$ cat src/rtl/audio_pkg.sv
// Shared fetch-state encoding, frame geometry and slot packing helper for the
// I2S FIFO player.
package audio_pkg;

  localparam int SLOT_BITS  = 32;
  localparam int FRAME_BITS = 64;

  typedef logic [1:0] fetch_state_t;

  localparam fetch_state_t ST_IDLE = 2'd0;
  localparam fetch_state_t ST_REQ  = 2'd1;
  localparam fetch_state_t ST_CAP  = 2'd2;

  // Slot image: one zero bit for the I2S delay, then the sample MSB first, then zero padding.
  function automatic logic [SLOT_BITS-1:0] slot_word(input logic [23:0] sample, input int nbits);
    logic [SLOT_BITS-1:0] w;
    w = {8'd0, sample};
    return w << (SLOT_BITS - 1 - nbits);
  endfunction

endpackage

$ cat src/rtl/i2s_serializer.sv
// I2S master timing: free-running BCLK/LRCK, frame-boundary strobe and the
// MSB-first shift register that changes data on BCLK falling edges.
module i2s_serializer
  import audio_pkg::*;
#(
  parameter int BCLK_DIV = 8
) (
  input  logic                  clk_i,
  input  logic                  reset_i,
  input  logic [FRAME_BITS-1:0] i_load_word,
  output logic                  o_frame_req,
  output logic                  o_bclk,
  output logic                  o_lrck,
  output logic                  o_sdata
);

  localparam int               DIV_W    = (BCLK_DIV > 1) ? $clog2(BCLK_DIV) : 1;
  localparam logic [DIV_W-1:0] DIV_LAST = DIV_W'(BCLK_DIV - 1);
  localparam logic [DIV_W-1:0] DIV_HALF = DIV_W'(BCLK_DIV / 2);

  logic [DIV_W-1:0]      r_div_cnt;
  logic [5:0]            r_bit_cnt;
  logic [FRAME_BITS-1:0] r_shift;
  logic                  r_bclk;
  logic                  r_lrck;
  logic                  r_sdata;

  logic                  w_div_wrap;
  logic [DIV_W-1:0]      w_div_next;
  logic [5:0]            w_bit_next;

  assign w_div_wrap  = (r_div_cnt == DIV_LAST);
  assign w_div_next  = w_div_wrap ? DIV_W'(0) : r_div_cnt + DIV_W'(1);
  assign w_bit_next  = w_div_wrap ? r_bit_cnt + 6'd1 : r_bit_cnt;
  assign o_frame_req = (r_div_cnt == DIV_W'(0)) && (r_bit_cnt == 6'd0);

  // BCLK and LRCK are registered from the next count so they line up with div_cnt/bit_cnt.
  always_ff @(posedge clk_i) begin
    if (reset_i) begin
      r_div_cnt <= DIV_W'(0);
      r_bit_cnt <= 6'd0;
      r_shift   <= {FRAME_BITS{1'b0}};
      r_bclk    <= 1'b0;
      r_lrck    <= 1'b0;
      r_sdata   <= 1'b0;
    end else begin
      r_div_cnt <= w_div_next;
      r_bit_cnt <= w_bit_next;
      r_bclk    <= (w_div_next >= DIV_HALF);
      r_lrck    <= w_bit_next[5];
      if (o_frame_req) begin
        r_shift <= i_load_word;
      end else if (w_div_wrap) begin
        r_sdata <= r_shift[FRAME_BITS-2];
        r_shift <= {r_shift[FRAME_BITS-2:0], 1'b0};
      end else begin
        r_shift <= r_shift;
      end
    end
  end

  assign o_bclk  = r_bclk;
  assign o_lrck  = r_lrck;
  assign o_sdata = r_sdata;

endmodule

$ cat src/rtl/i2s_fifo_player.sv
// Drains little-endian PCM bytes from the input FIFO into a one-frame holding
// buffer and hands complete frames to the I2S serializer at frame boundaries.
module i2s_fifo_player
  import audio_pkg::*;
#(
  parameter int BCLK_DIV         = 8,
  parameter int BYTES_PER_SAMPLE = 2
) (
  input  logic        clk_i,
  input  logic        reset_i,
  output logic        rd_in_fifo_en_o,
  input  logic        rd_in_fifo_empty_i,
  input  logic [7:0]  rd_in_fifo_data_i,
  output logic        i2s_bclk_o,
  output logic        i2s_lrck_o,
  output logic        i2s_sdata_o,
  output logic        streaming_o,
  output logic        underrun_o,
  output logic [15:0] underrun_cnt_o
);

  localparam int               BYTES_PER_FRAME = 2 * BYTES_PER_SAMPLE;
  localparam int               SAMPLE_BITS     = 8 * BYTES_PER_SAMPLE;
  localparam int               IDX_W           = $clog2(BYTES_PER_FRAME);
  localparam logic [IDX_W-1:0] LAST_BYTE       = IDX_W'(BYTES_PER_FRAME - 1);

  fetch_state_t          r_state;
  logic                  r_rd_en;
  logic [IDX_W-1:0]      r_byte_idx;
  logic [7:0]            r_hold [BYTES_PER_FRAME];
  logic                  r_hold_valid;
  logic                  r_streaming;
  logic                  r_underrun;
  logic [15:0]           r_underrun_cnt;

  logic                  w_frame_req;
  logic [23:0]           w_left;
  logic [23:0]           w_right;
  logic [FRAME_BITS-1:0] w_load_word;

  // An empty holding buffer at a boundary plays a silent frame.
  always_comb begin
    w_left  = 24'd0;
    w_right = 24'd0;
    for (int i = 0; i < BYTES_PER_SAMPLE; i++) begin
      w_left[8*i +: 8]  = r_hold[i];
      w_right[8*i +: 8] = r_hold[BYTES_PER_SAMPLE + i];
    end
    if (r_hold_valid) begin
      w_load_word = {slot_word(w_left, SAMPLE_BITS), slot_word(w_right, SAMPLE_BITS)};
    end else begin
      w_load_word = {FRAME_BITS{1'b0}};
    end
  end

  always_ff @(posedge clk_i) begin
    if (reset_i) begin
      r_state        <= ST_IDLE;
      r_rd_en        <= 1'b0;
      r_byte_idx     <= IDX_W'(0);
      r_hold_valid   <= 1'b0;
      r_streaming    <= 1'b0;
      r_underrun     <= 1'b0;
      r_underrun_cnt <= 16'd0;
      for (int i = 0; i < BYTES_PER_FRAME; i++) begin
        r_hold[i] <= 8'd0;
      end
    end else begin
      r_underrun <= 1'b0;
      if (w_frame_req) begin
        if (r_hold_valid) begin
          r_hold_valid <= 1'b0;
          r_streaming  <= 1'b1;
        end else begin
          r_underrun <= 1'b1;
          if (r_underrun_cnt != 16'hFFFF) begin
            r_underrun_cnt <= r_underrun_cnt + 16'd1;
          end
        end
      end
      // The fetcher only runs while the buffer is invalid, so it never races the boundary clear.
      case (r_state)
        ST_IDLE: begin
          if (!r_hold_valid && !rd_in_fifo_empty_i) begin
            r_state <= ST_REQ;
            r_rd_en <= 1'b1;
          end
        end
        ST_REQ: begin
          r_rd_en <= 1'b0;
          r_state <= ST_CAP;
        end
        ST_CAP: begin
          r_hold[r_byte_idx] <= rd_in_fifo_data_i;
          if (r_byte_idx == LAST_BYTE) begin
            r_byte_idx   <= IDX_W'(0);
            r_hold_valid <= 1'b1;
            r_state      <= ST_IDLE;
          end else begin
            r_byte_idx <= r_byte_idx + IDX_W'(1);
            if (!rd_in_fifo_empty_i) begin
              r_state <= ST_REQ;
              r_rd_en <= 1'b1;
            end else begin
              r_state <= ST_IDLE;
            end
          end
        end
        default: begin
          r_state <= ST_IDLE;
          r_rd_en <= 1'b0;
        end
      endcase
    end
  end

  i2s_serializer #(
    .BCLK_DIV(BCLK_DIV)
  ) u_serializer (
    .clk_i       (clk_i),
    .reset_i     (reset_i),
    .i_load_word (w_load_word),
    .o_frame_req (w_frame_req),
    .o_bclk      (i2s_bclk_o),
    .o_lrck      (i2s_lrck_o),
    .o_sdata     (i2s_sdata_o)
  );

  assign rd_in_fifo_en_o = r_rd_en;
  assign streaming_o     = r_streaming;
  assign underrun_o      = r_underrun;
  assign underrun_cnt_o  = r_underrun_cnt;

endmodule

$ cat config.mk
export PLATFORM = sky130hd
export DESIGN_NAME = i2s_fifo_player
export DESIGN_NICKNAME = d
export VERILOG_FILES = /design/src/rtl/audio_pkg.sv /design/src/rtl/i2s_serializer.sv /design/src/rtl/i2s_fifo_player.sv
export SDC_FILE = /design/constraint.sdc
export NUM_CORES = 1
export LEC_CHECK = 0
export ABC_AREA = 1
export CORE_ASPECT_RATIO = 0.6
export CORE_MARGIN = 2
export CORE_UTILIZATION = 35
export DETAILED_ROUTE_END_ITERATION = 6
export MAX_ROUTING_LAYER = met4
export PLACE_DENSITY = 0.58
export SETUP_SLACK_MARGIN = 0.15
export SLEW_MARGIN = 20
export SYNTH_ARGS = -nofsm -noshare
export SYNTH_HDL_FRONTEND = slang
export SYNTH_SLANG_ARGS = --single-unit
$ cat constraint.sdc
create_clock -name clk_i -period 2.4 [get_ports clk_i]
set_clock_uncertainty 0.15 [all_clocks]
set_input_delay 0.6 -clock clk_i [delete_from_list [all_inputs] [get_ports clk_i]]
set_output_delay 0.6 -clock clk_i [all_outputs]
set_load 0.05 [all_outputs]
==> impl_metrics.toml, run 1 <==
[worst_setup_path]
crit_path_end_kind = "output port"
cp_max_fo = 7
worstPathArrival_ns = 1.42
startpoint_type = "flop"
cpPeakStageDelay_ns = 0.56
worstPathRequired_ns = 1.65
path_cells = "dlygate4sd2_1"
cp_slowest_cell = "dlygate4sd2_1"
path_class = "flop to output port"
critical_path.top_delay_family = "buffers and inverters"
worst-path-buf-inv = 1

[routing]
wl_um = 11400
ant_nets = 0
viasPerCell = 4.65
wl_per_cell_um = 12.9
via_count = 4120
firstDrtPassIters = 5
drt_iter0_markers = 350
drc_errors = 0

[grt]
grt_pass1_vias = 3826
grt_overflow = 0
grt_pass1_wl_um = 19000
grt_usage = 0.169
grt_max_degree = 49
antenna_found_initial = 0

[clocking]
clk_path_buf_depth = 2
clk_latency_ns = 0.41
cts_root_buffer = "clkbuf_16"
htreeDepth = 4
cts.sink_count = 114
cts_tree = "built"
numCtsBuffers = 17
cts_setup_buffers = 0
clkTransAtPathRegs_ns = 0.05

[pwr]
p_per_area_mw_per_mm2 = 804
max-vdd-ir-drop_uv = 534
p_leak_nw = 2.68

[place]
dpl.hpwl_um = 7600
place_worst_setup_slack_ns = -0.0484
globalplace.congestion = 0.858
io_buffers = 32

[yosys]
synth_most_common_cell = "nand2_1"
yosysWarnings = 0
postSynthCellCount = 641
synth-edff-count = 32
synth_fp_nets = 659
synthDistinctLibCells = 28
synthArstFlopShare = 0
synth_top_area_cell = "dfxtp_1"
netlist_area_sq_mm = 0.00495
synth_top_area_frac = 0.331
avgSynthCellArea_sq_um = 7.73
ys_ff_latch = 114
synth_area_leaders = "dfxtp_1 (33%), edfxtp_1 (19%), nand2_1 (15%)"
yosys-top-cells-count = "nand2_1 (194), dfxtp_1 (82), nand3_1 (80), nor2_1 (80), inv_1 (67)"
synth_ff_type = "dfxtp_1"
seq_area_frac_synth = 0.525

[floorplanning]
die_y_um = 96.2
boundaryPins = 33
std_cell_rows = 33
coreArea_sq_mm = 0.0137
fp.dieW_um = 158
start_util = 0.360
dieArea_sq_mm = 0.0152

[cells_and_area]
drive_gt1_frac = 0.0965
nets = 699
area_growth_pct = 23.3
antennaDiodeCount = 0
fill_cells = 1331
fin_util = 0.444

[timing]
fmax_ghz = 0.462
rsz0062_at_grt = "no"
slew_violations = 0
post-route-min-period_ns = 2.17
finalHoldViolCount = 0
worst_slack_ns = 0.235
fin_setup_tns_ns = 0
finalCritPeriodShare = 0.902
worst_slew_pin_slew_ns = 0.747
relSlewSlack = 0.499
setup_viol = 0

[worst_hold_path]
hp-class = "flop to flop"

[run]
cap_violations = 0

[status]
status = "finished clean"
[cell type report]
| cell class | count | area, sq um | share of cell area |
|---|---|---|---|
| timing repair buffer | 50 | 457 | 0.0747 |
| clock inverter | 10 | 104 | 0.0170 |
| sequential | 114 | 2600 | 0.426 |
| tap | 192 | 240 | 0.0393 |
| multi-input combinational | 429 | 1960 | 0.321 |
| clock buffer | 22 | 487 | 0.0797 |
| inverter | 69 | 259 | 0.0424 |
[cell families after synthesis]
| family | share of synthesized area |
|---|---|
| xor gates and xnor gates | 0.00354 |
| adders and majority gates | 0.0177 |
| AOI/OAI and AO/OA | 0.0599 |
| buffers and inverters | 0.0808 |
| and+or+nand+nor | 0.313 |
| DFF | 0.525 |
[registers in the layout, summed over array words and instances, names as in the netlist]
| name | flops |
|---|---|
| r_byte_idx | 2 |
| r_hold | 32 |
| r_hold_valid | 1 |
| r_state | 2 |
| rd_in_fifo_en_o | 1 |
| streaming_o | 1 |
| u_serializer.o_bclk | 1 |
| u_serializer.o_lrck | 1 |
| u_serializer.o_sdata | 1 |
| u_serializer.r_bit_cnt | 5 |
| u_serializer.r_div_cnt | 2 |
| u_serializer.r_shift | 48 |
| underrun_cnt_o | 16 |
| underrun_o | 1 |
[through the flow]
step / area (sq um) / power, mW / hold slack [ns] / std cells
after floorplan: 4950 / 2.35 / 0.277 / 641
after global placement: 5540 / 2.46 / 0.288 / 854
after detailed placement: 5540 / 2.47 / 0.303 / 854
after CTS: 6100 / 4.95 / 0.310 / 886
after global routing: 6110 / 5.08 / 0.332 / 886
final: 6110 / 4.91 / 0.309 / 886
[worst paths after layout]
kind                       startpoint                        to  slack [ns]  cells past startpoint
max                 underrun_cnt_o[0]         underrun_cnt_o[0]        0.23                      1
min          u_serializer.r_shift[34]  u_serializer.r_shift[34]        0.31                      2
min reg2reg  u_serializer.r_shift[34]  u_serializer.r_shift[34]        0.31                      2
max reg2reg         underrun_cnt_o[0]         underrun_cnt_o[0]        0.35                      9
[tightest hold or removal path, stage by stage (launching register included)]
cell and delay [ns]:
dfxtp_1 0.31, nand2_1 0.06, a21oi_1 0.05
[per-layer routing]
metal	up-vias	routed length (um)	track usage
met1	1917	5880	0.224
met4	0	134	0.0697
li1	2115	-	-
met5	-	0	-
met2	77	4940	0.252
met3	11	489	0.0378
[layout by cell type, fill, tap and decap left out, types with 2 or more instances in the layout]
master | netlist | layout
a21oi_1 | 26 | 26
nand4_1 | 5 | 5
dfxtp_1 | 82 | 82
clkdlybuf4s50_1 | 0 | 10
buf_4 | 2 | 15
nand3_1 | 80 | 80
nor2_2 | 2 | 4
inv_1 | 67 | 67
nand2_1 | 194 | 194
nor3_1 | 4 | 4
xnor2_1 | 2 | 2
clkbuf_1 | 17 | 3
clkinv_2 | 0 | 7
ha_1 | 7 | 7
buf_12 | 0 | 2
a21oi_2 | 10 | 10
o21ai_0 | 11 | 11
bufinv_16 | 0 | 2
edfxtp_1 | 32 | 32
dlygate4sd2_1 | 0 | 22
nor2_1 | 80 | 78
clkbuf_16 | 0 | 19
[where the power goes]
group	switching [mW]	internal (mW)	leakage, nW
registers	0.0301	2.02	0.994
clock network	0.851	1.64	0.297
logic	0.270	0.0997	1.39
total	1.15	3.76	2.68
[timing repair]
item / in CTS / in global routing
hold buffers: 0 / 0
resized for setup: 22 / 1
endpoints found under the hold margin: 0 / 0
cloned: 0 / 0
endpoints found under the setup margin: 22 / 2
Power figures use the tool's default switching activity.
==> inputs of run 2 (changes only) <==
--- a/config.mk
+++ b/config.mk
@@ -7,11 +7,11 @@
 export LEC_CHECK = 0
 export ABC_AREA = 1
 export CORE_ASPECT_RATIO = 0.6
-export CORE_MARGIN = 2
-export CORE_UTILIZATION = 35
+export CORE_MARGIN = 1
+export CORE_UTILIZATION = 39
 export DETAILED_ROUTE_END_ITERATION = 6
 export MAX_ROUTING_LAYER = met4
-export PLACE_DENSITY = 0.58
+export PLACE_DENSITY = 0.63
 export SETUP_SLACK_MARGIN = 0.15
 export SLEW_MARGIN = 20
 export SYNTH_ARGS = -nofsm -noshare
==> impl_metrics.toml, run 2 (synthesis results as in run 1) <==
[status]
status = "finished clean"

[timing]
slew_violations = 0
finalCritPeriodShare = 0.907
setup_viol = 0
fin_setup_tns_ns = 0
rsz0062_at_grt = "no"
finalHoldViolCount = 0
post-route-min-period_ns = 2.18
fmax_ghz = 0.460
worst_slew_pin_slew_ns = 0.765
relSlewSlack = 0.487

[routing]
drt_iter0_markers = 324
via_count = 4182
viasPerCell = 4.87
firstDrtPassIters = 5
wl_um = 11200
drc_errors = 0
wl_per_cell_um = 13.1
ant_nets = 0

[floorplanning]
boundaryPins = 33
coreArea_sq_mm = 0.0122
dieArea_sq_mm = 0.0132
fp.dieW_um = 147
std_cell_rows = 31
start_util = 0.405
die_y_um = 89.3

[clocking]
clkTransAtPathRegs_ns = 0.05
cts_tree = "built"
cts_setup_buffers = 0
numCtsBuffers = 17
clk_path_buf_depth = 2
htreeDepth = 4
cts_root_buffer = "clkbuf_16"
holdBufCountCts = 0
clk_latency_ns = 0.40
cts.sink_count = 114

[worst_setup_path]
worst-path-buf-inv = 1
path_cells = "dlygate4sd2_1"
cp_slowest_cell = "dlygate4sd2_1"
startpoint_type = "flop"
cp_max_fo = 7
cpPeakStageDelay_ns = 0.57
worstPathArrival_ns = 1.43
critical_path.top_delay_family = "buffers and inverters"
worstPathRequired_ns = 1.65
startpoint = "underrun_cnt_o[0]"
path_class = "flop to output port"
crit_path_end_kind = "output port"
reg2reg_from = "underrun_cnt_o[0]"

[grt]
grt_overflow = 0
grt_util_met2 = 0.257
use_met1 = 0.260
grt_pass1_vias = 3646
grt_pass1_wl_um = 18200
use_met3 = 0.0541
grt.busiest_layer = "met1"
grt_max_degree = 49
grt_usage = 0.188
antenna_found_initial = 0

[pwr]
p_leak_nw = 2.62
max-vdd-ir-drop_uv = 405
finalPower_mw = 4.52
p_per_area_mw_per_mm2 = 758

[run]
cap_violations = 0

[place]
post-place-cells = 826
io_buffers = 32
dpl.hpwl_um = 7530
globalplace.congestion = 0.842

[cells_and_area]
drive_gt1_frac = 0.0866
layout.cells.non_filler = 858
final_cell_mix = "nand2_1 (194), dfxtp_1 (82), nand3_1 (80)"
largest-register = "u_serializer.r_shift"
nets = 698
antennaDiodeCount = 0
area_growth_pct = 20.5
layout_commonest_cell = "nand2_1"
largest_register_ffs = 48

[worst_hold_path]
holdCritStartpoint = "u_serializer.r_shift[46]"
hp-class = "flop to flop"
[run 2: cell types whose count changed in the layout (fill, tap and decap cells not counted), sizes merged]
cell / previous run / this run
clkinv: 9 / 11
bufinv: 2 / 0
dlygate4sd2: 22 / 21
[run 2: what timing repair did]
| item | 4_1_cts | 5_1_grt |
|---|---|---|
| hold endpoints to repair | 0 | 0 |
| resized for setup | 21 | 2 |
| endpoints found under the setup margin | 21 | 1 |
[run 2: worst reg2reg max path, cell delays in order (launching register included)]
cell and delay, ns:
dfxtp_1 0.46, ha_1 0.23, inv_1 0.07, nor2_1 0.17
nand2_1 0.17, inv_1 0.10, nand2_1 0.05, nand2_1 0.33
nand2_1 0.12, a21oi_2 0.14
[run 2: power breakdown]
group	internal, mW	switching, mW	leakage, nW
combinational	0.105	0.271	1.39
clock	1.28	0.806	0.243
sequential	2.03	0.0318	0.994
total	3.41	1.11	2.62
[run 2: final timing paths]
kind | cells after the start | end | slack (ns)
worst max register to register | 9 | underrun_cnt_o[9] | 0.33
worst min register to register | 2 | u_serializer.r_shift[46] | 0.31
worst max-delay path | 1 | underrun_cnt_o[0] | 0.22
worst min-delay path | 2 | u_serializer.r_shift[46] | 0.31
[run 2: through the flow]
| stage | worst slack (ns) | cell area (sq um) | util | hold WS, ns |
|---|---|---|---|---|
| after global routing | 0.171 | 5970 | 0.489 | 0.325 |
| after detailed placement | 0.00686 | 5490 | 0.450 | 0.302 |
| final | 0.224 | 5970 | 0.489 | 0.310 |
| after global placement | 0.0508 | 5490 | 0.450 | 0.289 |
| after CTS | 0.215 | 5960 | 0.487 | 0.310 |
| after floorplan | 0.283 | 4950 | - | 0.277 |
[run 2: final cells by class]
class,count,area (sq um)
Sequential cell,114,2600
Multi-Input combinational cell,429,1970
Clock buffer,22,444
Timing Repair Buffer,49,448
Tap cell,165,206
Fill cell,1181,6250
Clock inverter,10,43.8
Inverter,69,259
[run 2: metal layers]
metal | share of wire | wire length, um
met1 | 0.50 | 5610
met2 | 0.41 | 4630
met3 | 0.074 | 834
met4 | 0.011 | 126
met5 | 0 | 0
==> inputs of run 3 (changes only) <==
--- a/config.mk
+++ b/config.mk
@@ -11,7 +11,7 @@
 export CORE_UTILIZATION = 39
 export DETAILED_ROUTE_END_ITERATION = 6
 export MAX_ROUTING_LAYER = met4
-export PLACE_DENSITY = 0.63
+export PLACE_DENSITY = 0.54
 export SETUP_SLACK_MARGIN = 0.15
 export SLEW_MARGIN = 20
 export SYNTH_ARGS = -nofsm -noshare
==> impl_metrics.toml, run 3 (synthesis results as in run 1) <==
[status]
status = "finished clean"

[worst_hold_path]
min_path_cells = 2
hp-class = "flop to flop"

[clocking]
cts_tree = "built"
clk_path_buf_depth = 2
cts_root_buffer = "clkbuf_16"
clkTransAtPathRegs_ns = 0.05
cts_setup_buffers = 0
htreeDepth = 4
numCtsBuffers = 17
clk_latency_ns = 0.41
cts.sink_count = 114

[floorplanning]
start_util = 0.405
die_y_um = 89.3
coreArea_sq_mm = 0.0122
std_cell_rows = 31
dieArea_sq_mm = 0.0132
boundaryPins = 33
fp.dieW_um = 147

[worst_setup_path]
cpPeakStageDelay_ns = 0.56
crit_cells = 1
cp_slowest_cell = "dlygate4sd2_1"
path_cells = "dlygate4sd2_1"
startpoint_type = "flop"
crit_path_end_kind = "output port"
r2r_cells = 9
cp_max_fo = 6
worstPathRequired_ns = 1.65
path_class = "flop to output port"
worst-path-buf-inv = 1
worstPathArrival_ns = 1.42
critical_path.top_delay_family = "buffers and inverters"

[cells_and_area]
area_growth_pct = 23.9
largest-register = "u_serializer.r_shift"
layout_commonest_cell = "nand2_1"
largest_register_ffs = 48
drive_gt1_frac = 0.0990
final_cell_mix = "nand2_1 (194), dfxtp_1 (82), nand3_1 (80)"
fin_util = 0.502
antennaDiodeCount = 0
nets = 702
fill_cells = 1173
ff_latch_area_sq_mm = 0.00260
multi_input_area_sq_mm = 0.00196

[grt]
grt_pass1_wl_um = 18700
grt_usage = 0.194
grt_pass1_vias = 3618
grt_overflow = 0
antenna_found_initial = 0
grt_max_degree = 49

[timing]
worst_slew_pin_slew_ns = 0.503
finalHoldViolCount = 0
fmax_ghz = 0.461
slew_violations = 0
fin_setup_tns_ns = 0
rsz0062_at_grt = "no"
post-route-min-period_ns = 2.17
relSlewSlack = 0.666
setup_viol = 0
finalCritPeriodShare = 0.904

[routing]
wl_um = 11300
drt_iter0_markers = 240
via_count = 4049
firstDrtPassIters = 5
drc_errors = 0
ant_nets = 0
wl_per_cell_um = 13.2
viasPerCell = 4.70

[place]
dpl.hpwl_um = 7410
globalplace.congestion = 0.841
io_buffers = 32

[pwr]
p_leak_nw = 2.71
max-vdd-ir-drop_uv = 401
p_per_area_mw_per_mm2 = 824

[run]
cap_violations = 0
[run 3: cell count changes in the layout (fill, tap and decap cells not counted), sizes merged]
cell and delta:
clkinv -7, buf +3, clkbuf +3, bufinv +2
clkinvlp +2, dlygate4sd2 +1
[run 3: power by group]
part	leakage [nW]	switching, mW	internal (mW)	total, mW
Combinational	1.41	0.271	0.108	0.379
Clock	0.305	0.861	1.76	2.63
Sequential	0.994	0.0303	2.02	2.05
Total	2.71	1.16	3.90	5.06
[run 3: timing repair]
item                                    CTS  global route
hold buffers                              0             0
endpoints found under the setup margin   22            26
gates resized for setup                  22             2
[run 3: area by class of cell]
class	instances	area share
inverters	69	0.0422
clock buffers	25	0.0879
clock inverters	7	0.0147
multi-input cells	429	0.319
well taps	165	0.0336
repair buffers	53	0.0787
flip-flops and latches	114	0.424
[run 3: final timing paths]
kind,from,slack [ns],end
worst max-delay path,underrun_cnt_o[3],0.23,underrun_cnt_o[3]
worst min-delay path,u_serializer.r_shift[44],0.31,u_serializer.r_shift[44]
worst max register to register,underrun_cnt_o[0],0.40,underrun_cnt_o[12]
worst min register to register,u_serializer.r_shift[44],0.31,u_serializer.r_shift[44]
[run 3: metrics by stage]
step	worst slack [ns]	instances	cell area (sq um)	power (mW)	hold WS [ns]
after global routing	0.172	862	6140	5.24	0.324
after CTS	0.219	862	6130	5.11	0.312
after floorplan	0.283	641	4950	2.35	0.277
after global placement	0.0157	830	5530	2.48	0.290
final	0.231	862	6140	5.06	0.309
after detailed placement	0.00341	830	5530	2.48	0.303
[run 3: layer usage]
layer,vias up,global-route usage,wire length [um]
met5,-,-,0
met2,64,0.265,4640
met1,1849,0.279,6200
li1,2123,-,-
met3,13,0.0367,391
met4,0,0.0759,108
